`config.mk`:
```
export PLATFORM = sky130hd
export DESIGN_NAME = traffic_ctrl_timed
export DESIGN_NICKNAME = d
export VERILOG_FILES = /design/src/rtl/traffic_pkg.sv /design/src/rtl/traffic_phase_timer.sv /design/src/rtl/traffic_ctrl_timed.sv
export SDC_FILE = /design/constraint.sdc
export NUM_CORES = 1
export LEC_CHECK = 0
export ABC_CLOCK_PERIOD_IN_PS = 2400
export CAP_MARGIN = 5
export CELL_PAD_IN_SITES_DETAIL_PLACEMENT = 1
export CELL_PAD_IN_SITES_GLOBAL_PLACEMENT = 1
export CORE_UTILIZATION = 42
export DETAILED_ROUTE_END_ITERATION = 10
export GPL_ROUTABILITY_DRIVEN = 0
export PLACE_DENSITY = 0.75
export SYNTH_ARGS = -nofsm -noshare
export SYNTH_HDL_FRONTEND = slang
export SYNTH_SLANG_ARGS = --single-unit
```
`constraint.sdc`:
```
create_clock -name clock -period 2.4 [get_ports clock]
set_clock_uncertainty 0.2 [all_clocks]
set_input_delay 0.72 -clock clock [delete_from_list [all_inputs] [get_ports clock]]
set_output_delay 0.72 -clock clock [all_outputs]
set_load 0.1 [all_outputs]
```
`src/rtl/traffic_pkg.sv`:
```
// Shared definitions for the timed junction controller.
//   lamp_t   : lamp drive code (R/Y/G)
//   phase_t  : controller phase, 3-bit encoding exported on the debug port
//   lamps_t  : highway/country lamp pair
//   decode() : phase -> lamp pair; unused codes fall back to all-red
package traffic_pkg;

  typedef enum logic [1:0] {
    LAMP_R = 2'b00,
    LAMP_Y = 2'b01,
    LAMP_G = 2'b10
  } lamp_t;

  typedef enum logic [2:0] {
    HGRN  = 3'd0,
    HYEL  = 3'd1,
    ALLR1 = 3'd2,
    CGRN  = 3'd3,
    CYEL  = 3'd4,
    ALLR2 = 3'd5
  } phase_t;

  typedef struct packed {
    lamp_t h;
    lamp_t c;
  } lamps_t;

  // All-red default keeps the safety invariant even for codes 6/7.
  function automatic lamps_t decode(input phase_t p);
    lamps_t l;
    l = '{h: LAMP_R, c: LAMP_R};
    case (p)
      HGRN:    l = '{h: LAMP_G, c: LAMP_R};
      HYEL:    l = '{h: LAMP_Y, c: LAMP_R};
      CGRN:    l = '{h: LAMP_R, c: LAMP_G};
      CYEL:    l = '{h: LAMP_R, c: LAMP_Y};
      default: l = '{h: LAMP_R, c: LAMP_R};
    endcase
    return l;
  endfunction

endpackage

```
`src/rtl/traffic_phase_timer.sv`:
```
// Loadable saturating down-counter that times each controller phase.
//   clock    : system clock, rising edge
//   clear    : async active-high reset, count returns to RST_VAL
//   load     : load load_val this edge (takes priority over decrement)
//   load_val : new count, i.e. phase duration minus one
//   done     : count has reached zero
module traffic_phase_timer #(
  parameter int                CNT_W   = 8,
  parameter logic [CNT_W-1:0]  RST_VAL = '0
) (
  input  logic             clock,
  input  logic             clear,
  input  logic             load,
  input  logic [CNT_W-1:0] load_val,
  output logic             done
);

  logic [CNT_W-1:0] cnt;

  always_ff @(posedge clock or posedge clear) begin
    if (clear)           cnt <= RST_VAL;
    else if (load)       cnt <= load_val;
    else if (cnt != '0)  cnt <= cnt - 1'b1;
  end

  assign done = (cnt == '0);

endmodule

```
`src/rtl/traffic_ctrl_timed.sv`:
```
// Highway/country-road junction controller with counter-timed phases.
// Highway green is held for at least H_MIN_GREEN cycles, country green is
// capped at C_MAX_GREEN cycles, and every handover passes yellow then all-red.
//   clock : system clock, rising edge
//   clear : async active-high reset -> HGRN, highway green
//   X     : country-road car sensor (synchronous)
//   H, C  : highway / country lamp codes (R=00, Y=01, G=10), registered
//   phase : current phase code, registered
module traffic_ctrl_timed
  import traffic_pkg::*;
#(
  parameter int CNT_W       = 8,
  parameter int Y2R_DELAY   = 3,
  parameter int R2G_DELAY   = 2,
  parameter int H_MIN_GREEN = 4,
  parameter int C_MAX_GREEN = 10
) (
  input  logic       clock,
  input  logic       clear,
  input  logic       X,
  output logic [1:0] H,
  output logic [1:0] C,
  output logic [2:0] phase
);

  // Each duration minus one must fit in the timer.
  if (Y2R_DELAY < 1 || Y2R_DELAY > 2**CNT_W) begin : g_bad_y2r
    $error("traffic_ctrl_timed: Y2R_DELAY out of range");
  end
  if (R2G_DELAY < 1 || R2G_DELAY > 2**CNT_W) begin : g_bad_r2g
    $error("traffic_ctrl_timed: R2G_DELAY out of range");
  end
  if (H_MIN_GREEN < 1 || H_MIN_GREEN > 2**CNT_W) begin : g_bad_hmin
    $error("traffic_ctrl_timed: H_MIN_GREEN out of range");
  end
  if (C_MAX_GREEN < 1 || C_MAX_GREEN > 2**CNT_W) begin : g_bad_cmax
    $error("traffic_ctrl_timed: C_MAX_GREEN out of range");
  end

  localparam logic [CNT_W-1:0] LD_Y2R  = CNT_W'(Y2R_DELAY - 1);
  localparam logic [CNT_W-1:0] LD_R2G  = CNT_W'(R2G_DELAY - 1);
  localparam logic [CNT_W-1:0] LD_HMIN = CNT_W'(H_MIN_GREEN - 1);
  localparam logic [CNT_W-1:0] LD_CMAX = CNT_W'(C_MAX_GREEN - 1);

  phase_t           state, nxt;
  logic             done, load;
  logic [CNT_W-1:0] load_val;

  always_comb begin
    nxt = state;
    case (state)
      HGRN:    if (done && X)  nxt = HYEL;
      HYEL:    if (done)       nxt = ALLR1;
      ALLR1:   if (done)       nxt = CGRN;
      CGRN:    if (!X || done) nxt = CYEL;
      CYEL:    if (done)       nxt = ALLR2;
      ALLR2:   if (done)       nxt = HGRN;
      default:                 nxt = HGRN;
    endcase
  end

  // Any phase change (including recovery from an illegal code) reloads the
  // timer with the duration of the phase being entered.
  assign load = (nxt != state);

  always_comb begin
    load_val = LD_HMIN;
    case (nxt)
      HGRN:        load_val = LD_HMIN;
      HYEL, CYEL:  load_val = LD_Y2R;
      ALLR1, ALLR2: load_val = LD_R2G;
      CGRN:        load_val = LD_CMAX;
      default:     load_val = LD_HMIN;
    endcase
  end

  traffic_phase_timer #(
    .CNT_W   (CNT_W),
    .RST_VAL (LD_HMIN)
  ) u_timer (
    .clock    (clock),
    .clear    (clear),
    .load     (load),
    .load_val (load_val),
    .done     (done)
  );

  // Lamps are decoded from the next state so the registered outputs change
  // in the same cycle as the state register.
  always_ff @(posedge clock or posedge clear) begin
    if (clear) begin
      state  <= HGRN;
      H      <= LAMP_G;
      C      <= LAMP_R;
      phase  <= 3'd0;
    end else begin
      state  <= nxt;
      {H, C} <= decode(nxt);
      phase  <= nxt;
    end
  end

endmodule

```
# After elaboration in Yosys (flattened, before gate mapping)
# Cells that the tools add are included.
# classes
addsub,1
eq_ne,11
n_mux,11
reduce_logical,10
# ops
operator,n
two-way mux 3 bit,6
one-hot mux 3 bit (6 select lines),1
two-way mux 8 bit,2
one-hot mux 4 bit (4 select lines),1
"== test 3 x 2 -> 1 bit, second input constant",4
"== test 3 bit, second input constant",4
one-hot mux 4 bit (3 select lines),1
zero test 8 bit,1
nonzero test 8 bit,1
"subtractor 8 x 1 -> 8 bit, second input constant",1
"== test 3 x 1 -> 1 bit, second input constant",2
zero test 3 bit,2
OR reduction 2 bit,2
!= test 3 bit,1
nonzero test 2 bit,1
logical AND 1 bit,1
zero test 1 bit,1
logical OR 1 bit,1
# totals
register_bits,15
inputBits,3
out_inout_bits,7
wordCells,37

# Depth between registers and ports, before layout
# Gate-level depths: netlist of run 1.
# logic_depth
ltp_word,8
ltp_mapped,7
mapped_depth_nobuf,6

# Cells and area by module
# A second synthesis of run 1 with hierarchy kept.
# hier_totals
hier_cells,104
hier_area_um2,920.9
# by_module_without_submodules
module,n_inst,cells_per_inst,area_each_um2,seq_area_each_um2
traffic_phase_timer,1,56,499.2,202.7
traffic_ctrl_timed,1,48,421.7,176.4

# Worst setup path after synthesis of run 1
# OpenSTA, ideal clock, no wires.
# synth_timing
path_kind,register to register
startpoint,reg state[2]
endpoint,reg u_timer.cnt[2]
setup_time_ns,0.134
t_arrival_ns,1.885
required_ns,2.066
setup_slack_ns,0.181
path_stages_with_launch,5
path_buffers,1
period_less_slack_ns,2.219
cell_sequence,dfrtp_1 clkbuf_1 inv_1 a311oi_2 nor2_1
# synth_between
elab_chain_len,4
word_cells_on_any_way,16
cone_classes,eq/ne (6); mux (8); reduce/logical (2)
# synth_rtl
item,line,text
start: declaration,traffic_ctrl_timed.sv:45,"phase_t state, nxt;"
start signal: assignment,traffic_ctrl_timed.sv:97,state <= nxt;
"== test 3 bit, or another cell as far along",traffic_ctrl_timed.sv:51,case (state)
one-hot mux 3 bit (6 select lines),traffic_ctrl_timed.sv:51,
!= test 3 bit (*),traffic_ctrl_timed.sv:64,assign load = (nxt != state);
two-way mux 8 bit / nonzero test 2 bit (equally long branches),--,
end signal: assignment,traffic_phase_timer.sv:22,else if (load) cnt <= load_val;
end signal: assignment,traffic_phase_timer.sv:23,else if (cnt != '0) cnt <= cnt - 1'b1;
end: declaration,traffic_phase_timer.sv:18,logic [CNT_W-1:0] cnt;
# Mark *: on every way between the ends. The rest lies on a longest branch, timed or not.
# A chain may end at the register's enable or synchronous reset.

# Worst setup path in the final report of run 1
# layout_timing
startpoint,reg u_timer.cnt[0]
endpoint,reg u_timer.cnt[6]
# layout_between
elab_chain_len,6
word_cells_on_any_way,16
cone_classes,add/sub (1); eq/ne (1); mux (9); reduce/logical (5)
# layout_rtl
item,line,text
zero test 8 bit,traffic_phase_timer.sv:26,assign done = (cnt == '0);
logical OR 1 bit / logical AND 1 bit (equally long branches),"traffic_ctrl_timed.sv:55, traffic_ctrl_timed.sv:52",
two-way mux 3 bit (on tied branches),"traffic_ctrl_timed.sv:55, traffic_ctrl_timed.sv:52",
one-hot mux 3 bit (6 select lines),traffic_ctrl_timed.sv:51,
!= test 3 bit,traffic_ctrl_timed.sv:64,
two-way mux 8 bit / nonzero test 2 bit (equally long branches),--,
# Several ways; a longest one is shown, not always the timed one. The select of a mux whose other input is x is not followed.

==> impl_metrics.env, run 1 <==
export IMPL_synth_nets=102
export IMPL_rr_worst_depth=7
export IMPL_drt_antenna_violating_nets=0
export IMPL_slew_headroom_pct=60.43
export IMPL_seqCellArea_sq_um=379.1
export IMPL_fillers=228
export IMPL_startpoint="u_timer.cnt[0]$_DFFE_PP1P_"
export IMPL_pin_count=10
export IMPL_multiInputGateArea_sq_um=513.0
export IMPL_vias_per_cell=5.553
export IMPL_num_rows=16
export IMPL_cp_max_fo=7
export IMPL_synthesis_yosys_warnings=0
export IMPL_yosysSeqAreaShare_pct=40.89
export IMPL_clockPowerShare_pct=8.5
export IMPL_hold_end="u_timer.cnt[4]$_DFFE_PP0P_"
export IMPL_fin_setup_tns_ns=0
export IMPL_grt_max_degree=16
export IMPL_max_freq_mhz=443.5
export IMPL_postLayoutCellArea_sq_um=1185
export IMPL_cts_buffers=3
export IMPL_grt_first_pass_wirelength_um=4064
export IMPL_p_sw_share_pct=51.26
export IMPL_synthArstFlopShare_pct=100.0
export IMPL_yosys_cell_count_top_type="dfrtp_1"
export IMPL_cts_root_buf="clkbuf_4"
export IMPL_finalSetupViolCount=0
export IMPL_drive_gt1_share_pct=32.46
export IMPL_synth_top_cells_by_count="dfrtp_1, nor2_1, inv_1, nand2_1"
export IMPL_avgSynthCellArea_sq_um=9.558
export IMPL_r2r_end="u_timer.cnt[6]$_DFFE_PP0P_"
export IMPL_start_kind="flip-flop"
export IMPL_hold_depth=2
export IMPL_start_util_pct=45.85
export IMPL_fin_crit_sh_pct=93.95
export IMPL_dieWidth_um=48.99
export IMPL_hp_start="u_timer.cnt[4]$_DFFE_PP0P_"
export IMPL_fin_hold_ws_ns=0.3918
export IMPL_netlist_instances=97
export IMPL_path_clk_slew_ns=0.09
export IMPL_criticalPathCategory="flip-flop to flip-flop"
export IMPL_p_sw_w=0.0008646
export IMPL_first_pass_iters=4
export IMPL_clock_latency_ns=0.28
export IMPL_drtIter0Drc=25
export IMPL_h_tree_depth=1
export IMPL_synth_edf_count=0
export IMPL_period_needed_ns=2.255
export IMPL_placed_area_sq_um=1134
export IMPL_status="completed"
export IMPL_die_area_sq_um=2400
export IMPL_wl_per_cell_um=16.60
export IMPL_yosys_area_top_type="dfrtp_1"
export IMPL_synth_main_ff_cell="dfrtp_1"
export IMPL_synth_seq_cells=15
export IMPL_area_delta_synth_final_pct=27.80
export IMPL_antenna_cells=0
export IMPL_worstPathArrival_ns=2.21
export IMPL_synth_area_sq_um=927.1
export IMPL_finalHoldViolCount=0
export IMPL_p_int_w=0.0008221
export IMPL_clock_sinks=15
export IMPL_cp_end_kind="flip-flop"
export IMPL_slew_viol_final=0
export IMPL_hold_path_class="flip-flop to flip-flop"
export IMPL_vias=783
export IMPL_worst_pin_slew_ns=0.5929
export IMPL_core_sq_um=2022
export IMPL_pwr_share_comb_pct=60.6
export IMPL_critical_path_required_ns=2.35
export IMPL_powerDensity_nw_per_um2=1423
export IMPL_p_seq_share_pct=30.9
export IMPL_grt_antenna_before_repair=0
export IMPL_nNetsFinal=120
export IMPL_instances_no_fill=141
export IMPL_synth_top_area_share_pct=32.39
export IMPL_cap_viol_max_count=0
export IMPL_port_buffers=9
export IMPL_ctsLongestPathBuffers=2
export IMPL_peakVddDrop_mv=0.8181
export IMPL_routed_wl_um=2340
export IMPL_regToRegStartpoint="u_timer.cnt[0]$_DFFE_PP1P_"
export IMPL_grt_pass1_vias=863
export IMPL_die_h_um=48.99
export IMPL_rsz0062_at_grt="false"
export IMPL_drc_errors=0
export IMPL_grt_overflow=0
export IMPL_synthTopCellsByArea="dfrtp_1, dfstp_2, xor2_1, a311oi_2, nor2_1"
export IMPL_placed_cells=136
export IMPL_leakage_nw=0.5151
export IMPL_cts_tree="done"
export IMPL_cts_hold_fix_buffers=0
export IMPL_dpl_hpwl_um=1595
export IMPL_synth_cell_types=43
export IMPL_ff2ff_setup_slack_ns=0.15
export IMPL_track_usage_pct=21.86
==> critical path, cell delays in order, from the launching register on <==
cell,delay [ns]
dfstp_2,0.41
inv_2,0.09
ha_1,0.20
nor4b_4,0.50
buf_4,0.21
a21oi_2,0.07
a311oi_4,0.35
nor2_1,0.10
==> layer usage <==
layer | GRT usage (%) | wire length, um | up-vias
met4 | 6.863 | 8 | 0
met3 | 2.804 | 84 | 2
met2 | 33.33 | 1076 | 15
met1 | 32.02 | 1171 | 382
met5 | 0 | 0 | -
li1 | - | - | 384
==> final cells by class <==
type / instances / share of cell area (%)
multi-input cells: 70 / 43.29
well taps: 27 / 2.851
repair buffers: 19 / 17.74
clock buffers: 4 / 2.218
flip-flops and latches: 15 / 32.00
inverters: 6 / 1.901
==> cell families (layout without fill, tap and decap cells) <==
family                   count (synthesis)  in the layout  synth area share [%]
adder cells (fa/ha/maj)                  2              2                 2.699
XOR/XNOR                                 5              5                 4.723
flip-flops                              15             15                 40.89
buffers and inverters                   12             29                 5.668
AO/OA/AOI/OAI                           26             26                 22.27
AND/OR/NAND/NOR                         36             36                 22.67
multiplexers                             1              1                 1.080
==> placed cells by master, fill, tap and decap left out, types with 2 or more instances in the layout <==
cell             instances
a21oi_2                  2
ha_1                     2
nor2_1                   8
a31oi_1                  2
nand4_1                  2
o21ai_0                  5
inv_1                    5
nand3_1                  5
buf_4                   12
dfrtp_1                 12
clkbuf_4                 3
buf_12                   5
nor3_1                   3
nand2_1                  6
clkdlybuf4s50_1          2
a311oi_2                 2
a21oi_1                  4
xor2_1                   4
dfstp_2                  3
==> per-stage QoR <==
stage | util [%] | worst slack, ns | power (W)
final | 58.60 | 0.1452 | 0.001687
after global routing | 58.60 | 0.01085 | 0.001798
after CTS | 57.36 | 0.07552 | 0.001658
after detailed placement | 56.06 | 0.08909 | 0.001505
after global placement | 56.06 | 0.1507 | 0.001481
after floorplan | - | 0.1808 | 0.001196
==> power groups by stage <==
stage	Clock, W	Combinational, W	Sequential (W)
2_1_floorplan	0	0.000433	0.000763
4_1_cts	0.000150	0.000989	0.000519
5_1_grt	0.000159	0.00110	0.000543
3_3_place_gp	0	0.000965	0.000516
3_5_place_dp	0	0.000981	0.000524
6_report	0.000144	0.00102	0.000522
==> sequential cells by signal (all words and copies together), names as in the netlist <==
signal / flops
u_timer.cnt: 8
state: 3
H: 2
C: 2
==> how the worst max path moves through the flow <==
stage	depth (start not counted)	to	slack, ns
floorplan	4	u_timer.cnt[2]$_DFFE_PP0P_	0.18
global placement	5	u_timer.cnt[4]$_DFFE_PP0P_	0.15
detailed placement	5	u_timer.cnt[4]$_DFFE_PP0P_	0.09
CTS	6	u_timer.cnt[6]$_DFFE_PP0P_	0.08
global route	7	u_timer.cnt[6]$_DFFE_PP0P_	0.01
finish	7	u_timer.cnt[6]$_DFFE_PP0P_	0.15
==> timing repair <==
| action | in CTS | in global routing |
|---|---|---|
| setup buffers | 0 | 1 |
| resized for setup | 0 | 3 |
| endpoints found under the setup margin | 0 | 6 |
Note: power is estimated with default switching activity, not from simulation.
==> run 2: changes to the inputs <==
CORE_UTILIZATION = 41   (was 42)
PLACE_DENSITY = 0.74   (was 0.75)
SYNTH_HIERARCHICAL = 1   (was default)
==> run 2 against run 1 <==
Compared with the run above: the run now ends with negative setup slack left; fmax shrank 12%; cell area grew 17%; area after synthesis shrank 0.67%; routed wire length grew 38%; critical path depth grew 3; sequential cell count is the same; global-route usage grew 4.4 points; sequential power shrank 7.3%; utilization grew 9.4 points; first-iteration DRC count shrank 48%; sequential share of layout area shrank 4.7 points; die area grew 1.7%.
==> impl_metrics.env, run 2 <==
export IMPL_synth_edf_count=0
export IMPL_start_kind="flip-flop"
export IMPL_largest_register_ffs=8
export IMPL_critical_path_required_ns=2.37
export IMPL_path_clk_slew_ns=0.10
export IMPL_dieWidth_um=49.39
export IMPL_layout_common_cells="buf_4, dfrtp_1, nand2_1, nor3_1"
export IMPL_status="complete, but fails checks"
export IMPL_grt_antenna_before_repair=0
export IMPL_drt_antenna_violating_nets=0
export IMPL_path_buf_inv=2
export IMPL_synth_area_sq_um=920.9
export IMPL_ctsLongestPathBuffers=2
export IMPL_rr_worst_depth=10
export IMPL_p_seq_share_pct=27.0
export IMPL_cp_endpoint="u_timer/cnt[7]$_DFFE_PP0P_"
export IMPL_grt_overflow=0
export IMPL_cts_root_buf="clkbuf_4"
export IMPL_cp_depth=10
export IMPL_top_regs="u_timer/cnt x8, state x3"
export IMPL_clockPowerShare_pct=8.5
export IMPL_fin_crit_sh_pct=106.3
export IMPL_yosys_cell_count_top_type="dfrtp_1"
export IMPL_clock_latency_ns=0.28
export IMPL_cp_max_fo=7
export IMPL_yosys_area_top_type="dfrtp_1"
export IMPL_synth_top_cells_by_count="dfrtp_1, nor3_1, inv_1, nand2_1, a21oi_1"
export IMPL_fillers=240
export IMPL_h_tree_depth=1
export IMPL_criticalPathCategory="flip-flop to flip-flop"
export IMPL_num_rows=16
export IMPL_grt_first_pass_wirelength_um=4836
export IMPL_core_sq_um=2042
export IMPL_routed_wl_um=3224
export IMPL_regToRegStartpoint="u_timer/cnt[1]$_DFFE_PP1P_"
export IMPL_critical_path_top_delay_family="simple AND/OR/NAND/NOR gates"
export IMPL_clock_sinks=15
export IMPL_die_area_sq_um=2439
export IMPL_slowest_delay_ns=0.49
export IMPL_powerDensity_nw_per_um2=1291
export IMPL_rsz0062_at_grt="true"
export IMPL_p_sw_w=0.0008443
export IMPL_start_util_pct=45.10
export IMPL_failed_checks="negative setup slack"
export IMPL_synthesis_yosys_warnings=6
export IMPL_leakage_nw=0.6273
export IMPL_grt_max_degree=16
export IMPL_cts_tree="done"
export IMPL_slew_viol_final=0
export IMPL_first_pass_iters=4
export IMPL_period_needed_ns=2.551
export IMPL_total_power_w=0.001791
export IMPL_fin_hold_ws_ns=0.4218
export IMPL_nNetsFinal=148
export IMPL_port_buffers=9
export IMPL_cp_end_kind="flip-flop"
export IMPL_track_usage_pct=26.26
export IMPL_cts_buffers=3
export IMPL_slew_headroom_pct=61.92
export IMPL_synth_cell_types=43
export IMPL_synth_seq_cells=15
export IMPL_dpl_hpwl_um=1856
export IMPL_vias_per_cell=5.647
export IMPL_postLayoutCellArea_sq_um=1388
export IMPL_cp_slowest_cell="or4b_4"
export IMPL_p_int_w=0.0009464
export IMPL_wl_per_cell_um=18.96
export IMPL_final_common_cell="buf_4"
export IMPL_r2r_end="u_timer/cnt[7]$_DFFE_PP0P_"
export IMPL_drc_errors=0
export IMPL_antenna_cells=0
export IMPL_max_freq_mhz=392.0
export IMPL_hold_path_class="flip-flop to flip-flop"
export IMPL_drive_gt1_share_pct=41.96
export IMPL_avgSynthCellArea_sq_um=8.855
export IMPL_die_h_um=49.39
export IMPL_worst_pin_slew_ns=0.5668
export IMPL_worstPathArrival_ns=2.53
export IMPL_netlist_instances=104
export IMPL_ff2ff_setup_slack_ns=-0.15
export IMPL_synthArstFlopShare_pct=100.0
export IMPL_vias=960
export IMPL_cap_viol_max_count=0
export IMPL_peakVddDrop_mv=0.7160
export IMPL_area_delta_synth_final_pct=50.68
export IMPL_placed_area_sq_um=1241
export IMPL_grt_pass1_vias=988
export IMPL_pin_count=10
export IMPL_yosysSeqAreaShare_pct=41.17
export IMPL_drtIter0Drc=13
export IMPL_p_sw_share_pct=47.15
export IMPL_startpoint="u_timer/cnt[1]$_DFFE_PP1P_"
export IMPL_finalSetupViolCount=8
export IMPL_pwr_share_comb_pct=64.5
export IMPL_synth_top_area_share_pct=32.61
export IMPL_finalHoldViolCount=0
export IMPL_synthTopCellsByArea="dfrtp_1, dfstp_2, nor3_1, a21oi_1, o31ai_1"
export IMPL_top_register="u_timer/cnt"
export IMPL_path_cells="inv_2, ha_4, or4b_4, nor2_4, nand2b_4, o22ai_2, a31oi_1, buf_4, nor3_2, a221o_1"
export IMPL_synth_main_ff_cell="dfrtp_1"
export IMPL_setup_slack_ns=-0.1513
==> run 2: timing repair <==
| item | CTS | global route |
|---|---|---|
| pin swaps | 5 | 2 |
| hold buffers | 0 | 0 |
| cloned | 0 | 0 |
| endpoints found under the setup margin | 5 | 8 |
| buffers inserted | 7 | 5 |
| gates resized for setup | 3 | 3 |
==> run 2: how the worst min path moves through the flow <==
stage          cells past startpoint                       start  slack [ns]                         end
2_1_floorplan                      1                       clear        0.32              C[0]$_DFF_PP0_
3_3_place_gp                       2  u_timer/cnt[6]$_DFFE_PP0P_        0.37  u_timer/cnt[6]$_DFFE_PP0P_
3_5_place_dp                       2  u_timer/cnt[6]$_DFFE_PP0P_        0.39  u_timer/cnt[6]$_DFFE_PP0P_
4_1_cts                            2  u_timer/cnt[6]$_DFFE_PP0P_        0.40  u_timer/cnt[6]$_DFFE_PP0P_
5_1_grt                            2  u_timer/cnt[6]$_DFFE_PP0P_        0.46  u_timer/cnt[6]$_DFFE_PP0P_
6_report                           2  u_timer/cnt[6]$_DFFE_PP0P_        0.42  u_timer/cnt[6]$_DFFE_PP0P_
==> run 2: cell families after synthesis <==
logic type      share of synthesized area [%]
xor+xnor                                1.903
buf+inv                                 7.336
simple gates                            22.28
fa+ha+maj                               1.358
other cells                            0.4072
flops                                   41.17
compound gates                          25.54
==> run 2: worst reg2reg max path, stage by stage (launching register included) <==
cell and delay (ns):
dfstp_2 0.39, inv_2 0.08, ha_4 0.14, or4b_4 0.49, nor2_4 0.18, nand2b_4 0.16
o22ai_2 0.07, a31oi_1 0.20, buf_4 0.20, nor3_2 0.05, a221o_1 0.30
==> run 2: power groups by stage <==
stage | Sequential, W | Combinational [W] | Clock (W)
floorplan | 0.000660 | 0.000473 | 0
global placement | 0.000476 | 0.000978 | 0
detailed placement | 0.000483 | 0.00100 | 0
CTS | 0.000479 | 0.00106 | 0.000154
global route | 0.000497 | 0.00121 | 0.000164
finish | 0.000484 | 0.00115 | 0.000152
==> run 2: area by class of cell <==
| cell class | instances | area, sq um | area share [%] |
|---|---|---|---|
| clock buffers | 4 | 26.28 | 1.894 |
| inverters | 8 | 30.03 | 2.164 |
| multi-input cells | 78 | 545.5 | 39.31 |
| flip-flops and latches | 15 | 379.1 | 27.32 |
| well taps | 27 | 33.78 | 2.435 |
| repair buffers | 38 | 372.9 | 26.87 |
==> run 2: per-stage QoR <==
stage | worst slack (ns) | TNS (ns) | utilization, % | instances
after floorplan | -0.1048 | -0.1814 | - | 108
after global placement | -0.04259 | -0.06696 | 60.78 | 154
after detailed placement | -0.09619 | -0.2615 | 60.78 | 154
after CTS | -0.04120 | -0.06904 | 65.44 | 165
after global routing | -0.1982 | -1.199 | 67.95 | 170
final | -0.1513 | -0.7560 | 67.95 | 170
==> run 2: routing by layer <==
metal | wire (um) | vias to the layer above | track usage, %
li1 | - | 450 | -
met1 | 1499 | 482 | 36.82
met2 | 1573 | 28 | 42.69
met3 | 150 | 0 | 3.427
met4 | 0 | 0 | 6.190
met5 | 0 | - | 0
==> run 3: changes to the inputs <==
--- a/config.mk
+++ b/config.mk
@@ -12,2 +12,3 @@
 export CORE_UTILIZATION = 41
+export CTS_CLUSTER_SIZE = 14
 export DETAILED_ROUTE_END_ITERATION = 10
--- a/constraint.sdc
+++ b/constraint.sdc
@@ -4,2 +4,2 @@
 set_output_delay 0.72 -clock clock [all_outputs]
-set_load 0.1 [all_outputs]
+set_load 0.05 [all_outputs]
==> run 3 against run 2 <==
Compared with the run above: the run still ends with negative setup slack left; cell count is 0.59% higher; sequential cell count stayed put; fmax hardly changed; total power is 6.4% lower; register-to-register slack hardly changed; via count is 5.7% higher; sequential share of layout area is 0.46 points lower; routed wire length is 13% higher; combinational power is 10% lower; critical endpoint unchanged; largest cell class unchanged.
==> impl_metrics.env, run 3 (same netlist as run 2, synthesis figures left out) <==
export IMPL_fin_hold_ws_ns=0.4187
export IMPL_die_h_um=49.39
export IMPL_grt_first_pass_wirelength_um=4698
export IMPL_grt_overflow=0
export IMPL_hold_path_class="flip-flop to flip-flop"
export IMPL_drt_antenna_violating_nets=0
export IMPL_port_buffers=9
export IMPL_top_register="u_timer/cnt"
export IMPL_start_util_pct=45.10
export IMPL_grt_antenna_before_repair=0
export IMPL_layout_common_cells="buf_4, dfrtp_1, nand2_1, nor3_1, a21oi_1"
export IMPL_dieWidth_um=49.39
export IMPL_setup_slack_ns=-0.1536
export IMPL_num_rows=16
export IMPL_drc_errors=0
export IMPL_wl_per_cell_um=21.34
export IMPL_core_sq_um=2042
export IMPL_period_needed_ns=2.554
export IMPL_total_power_w=0.001677
export IMPL_worstPathArrival_ns=2.53
export IMPL_seqCellArea_sq_um=379.1
export IMPL_cts_hold_fix_buffers=0
export IMPL_track_usage_pct=25.84
export IMPL_postLayoutCellArea_sq_um=1411
export IMPL_cp_end_kind="flip-flop"
export IMPL_finalSetupViolCount=8
export IMPL_fillers=234
export IMPL_peakVddDrop_mv=0.7279
export IMPL_path_clk_slew_ns=0.11
export IMPL_largest_register_ffs=8
export IMPL_h_tree_depth=1
export IMPL_routed_wl_um=3649
export IMPL_instances_no_fill=171
export IMPL_met2_length_um=1832
export IMPL_finalHoldViolCount=0
export IMPL_leakage_nw=0.6401
export IMPL_final_common_cell="buf_4"
export IMPL_criticalPathCategory="flip-flop to flip-flop"
export IMPL_multiInputGateArea_sq_um=590.6
export IMPL_pin_count=10
export IMPL_nNetsFinal=149
export IMPL_drtIter0Drc=16
export IMPL_max_freq_mhz=391.6
export IMPL_status="complete, but fails checks"
export IMPL_slew_headroom_pct=56.33
export IMPL_first_pass_iters=4
export IMPL_grt_pass1_vias=952
export IMPL_dpl_hpwl_um=2087
export IMPL_ctsLongestPathBuffers=2
export IMPL_die_area_sq_um=2439
export IMPL_vias_per_cell=5.936
export IMPL_vias=1015
export IMPL_cap_viol_max_count=0
export IMPL_fin_crit_sh_pct=106.4
export IMPL_failed_checks="negative setup slack"
export IMPL_top_layer="met4"
export IMPL_powerDensity_nw_per_um2=1188
export IMPL_grt_max_degree=16
export IMPL_cts_tree="done"
export IMPL_placed_area_sq_um=1204
export IMPL_placed_cells=155
export IMPL_cp_max_fo=5
export IMPL_wl_met3_um=150
export IMPL_slew_viol_final=0
export IMPL_rsz0062_at_grt="true"
export IMPL_antenna_cells=0
export IMPL_cts_buffers=3
export IMPL_start_kind="flip-flop"
export IMPL_area_delta_synth_final_pct=53.26
export IMPL_critical_path_required_ns=2.38
export IMPL_cts_root_buf="clkbuf_4"
export IMPL_clock_latency_ns=0.30
export IMPL_clock_sinks=15
export IMPL_drive_gt1_share_pct=44.44
export IMPL_met1_length_um=1532
export IMPL_top_regs="u_timer/cnt x8, state x3"
export IMPL_worst_pin_slew_ns=0.6500
-- run 3: cell types whose count changed in the layout (fill, tap and decap cells not counted), sizes merged --
| cell | before | now |
|---|---|---|
| buf | 36 | 35 |
| clkbuf | 4 | 3 |
| clkdlybuf4s50 | 2 | 3 |
| clkinvlp | 0 | 1 |
| dlymetal6s2s | 0 | 1 |
-- run 3: worst paths after layout --
path	from	end	slack, ns	depth (start not counted)
max in group asynchronous	clear	u_timer/cnt[0]$_DFFE_PP1P_	1.18	2
max reg2reg	u_timer/cnt[1]$_DFFE_PP1P_	u_timer/cnt[7]$_DFFE_PP0P_	-0.15	10
min	u_timer/cnt[6]$_DFFE_PP0P_	u_timer/cnt[6]$_DFFE_PP0P_	0.42	2
max	u_timer/cnt[1]$_DFFE_PP1P_	u_timer/cnt[7]$_DFFE_PP0P_	-0.15	10
min reg2reg	u_timer/cnt[6]$_DFFE_PP0P_	u_timer/cnt[6]$_DFFE_PP0P_	0.42	2
min in group asynchronous	clear	state[1]$_DFF_PP0_	0.48	2
-- run 3: report_power, final --
part / internal, W / switching, W / total (W) / leakage, nW
logic: 0.000463 / 0.000567 / 0.00103 / 0.438
clock network: 0.0000636 / 0.0000981 / 0.000162 / 0.0139
registers: 0.000367 / 0.000118 / 0.000485 / 0.188
total: 0.000894 / 0.000783 / 0.00168 / 0.640
-- run 3: timing repair --
action / in CTS / in global routing
gates cloned: 0 / 1
setup buffers: 4 / 7
resized for setup: 3 / 12
endpoints found under the setup margin: 6 / 9
pin swaps: 1 / 6
-- run 3: cell type report --
type | instances | area share (%)
multi-input cells | 78 | 41.84
clock buffers | 3 | 1.596
inverters | 8 | 2.128
clock inverters | 1 | 0.5319
flip-flops and latches | 15 | 26.86
well taps | 27 | 2.394
repair buffers | 39 | 24.65
-- run 3: layer usage --
layer	up-vias	GRT usage, %
met4	0	7.143
met3	14	3.115
met5	-	0
met2	48	42.92
met1	497	35.21
li1	456	-
-- run 3: critical path: stages (launching register included) --
cell      delay [ns]
dfstp_2         0.40
inv_2           0.07
ha_4            0.13
or4b_4          0.49
nor2_4          0.18
nand2b_4        0.18
o22ai_4         0.08
a31oi_4         0.20
buf_6           0.16
nor3_2          0.05
a221o_1         0.30
-- run 3: stage by stage --
step	worst slack (ns)	TNS, ns	utilization [%]
2_1_floorplan	-0.1047	-0.1809	-
3_3_place_gp	-0.04922	-0.07314	58.95
3_5_place_dp	-0.1198	-0.4787	58.95
4_1_cts	-0.1086	-0.3360	63.54
5_1_grt	-0.2135	-1.072	69.12
6_report	-0.1536	-0.5457	69.12
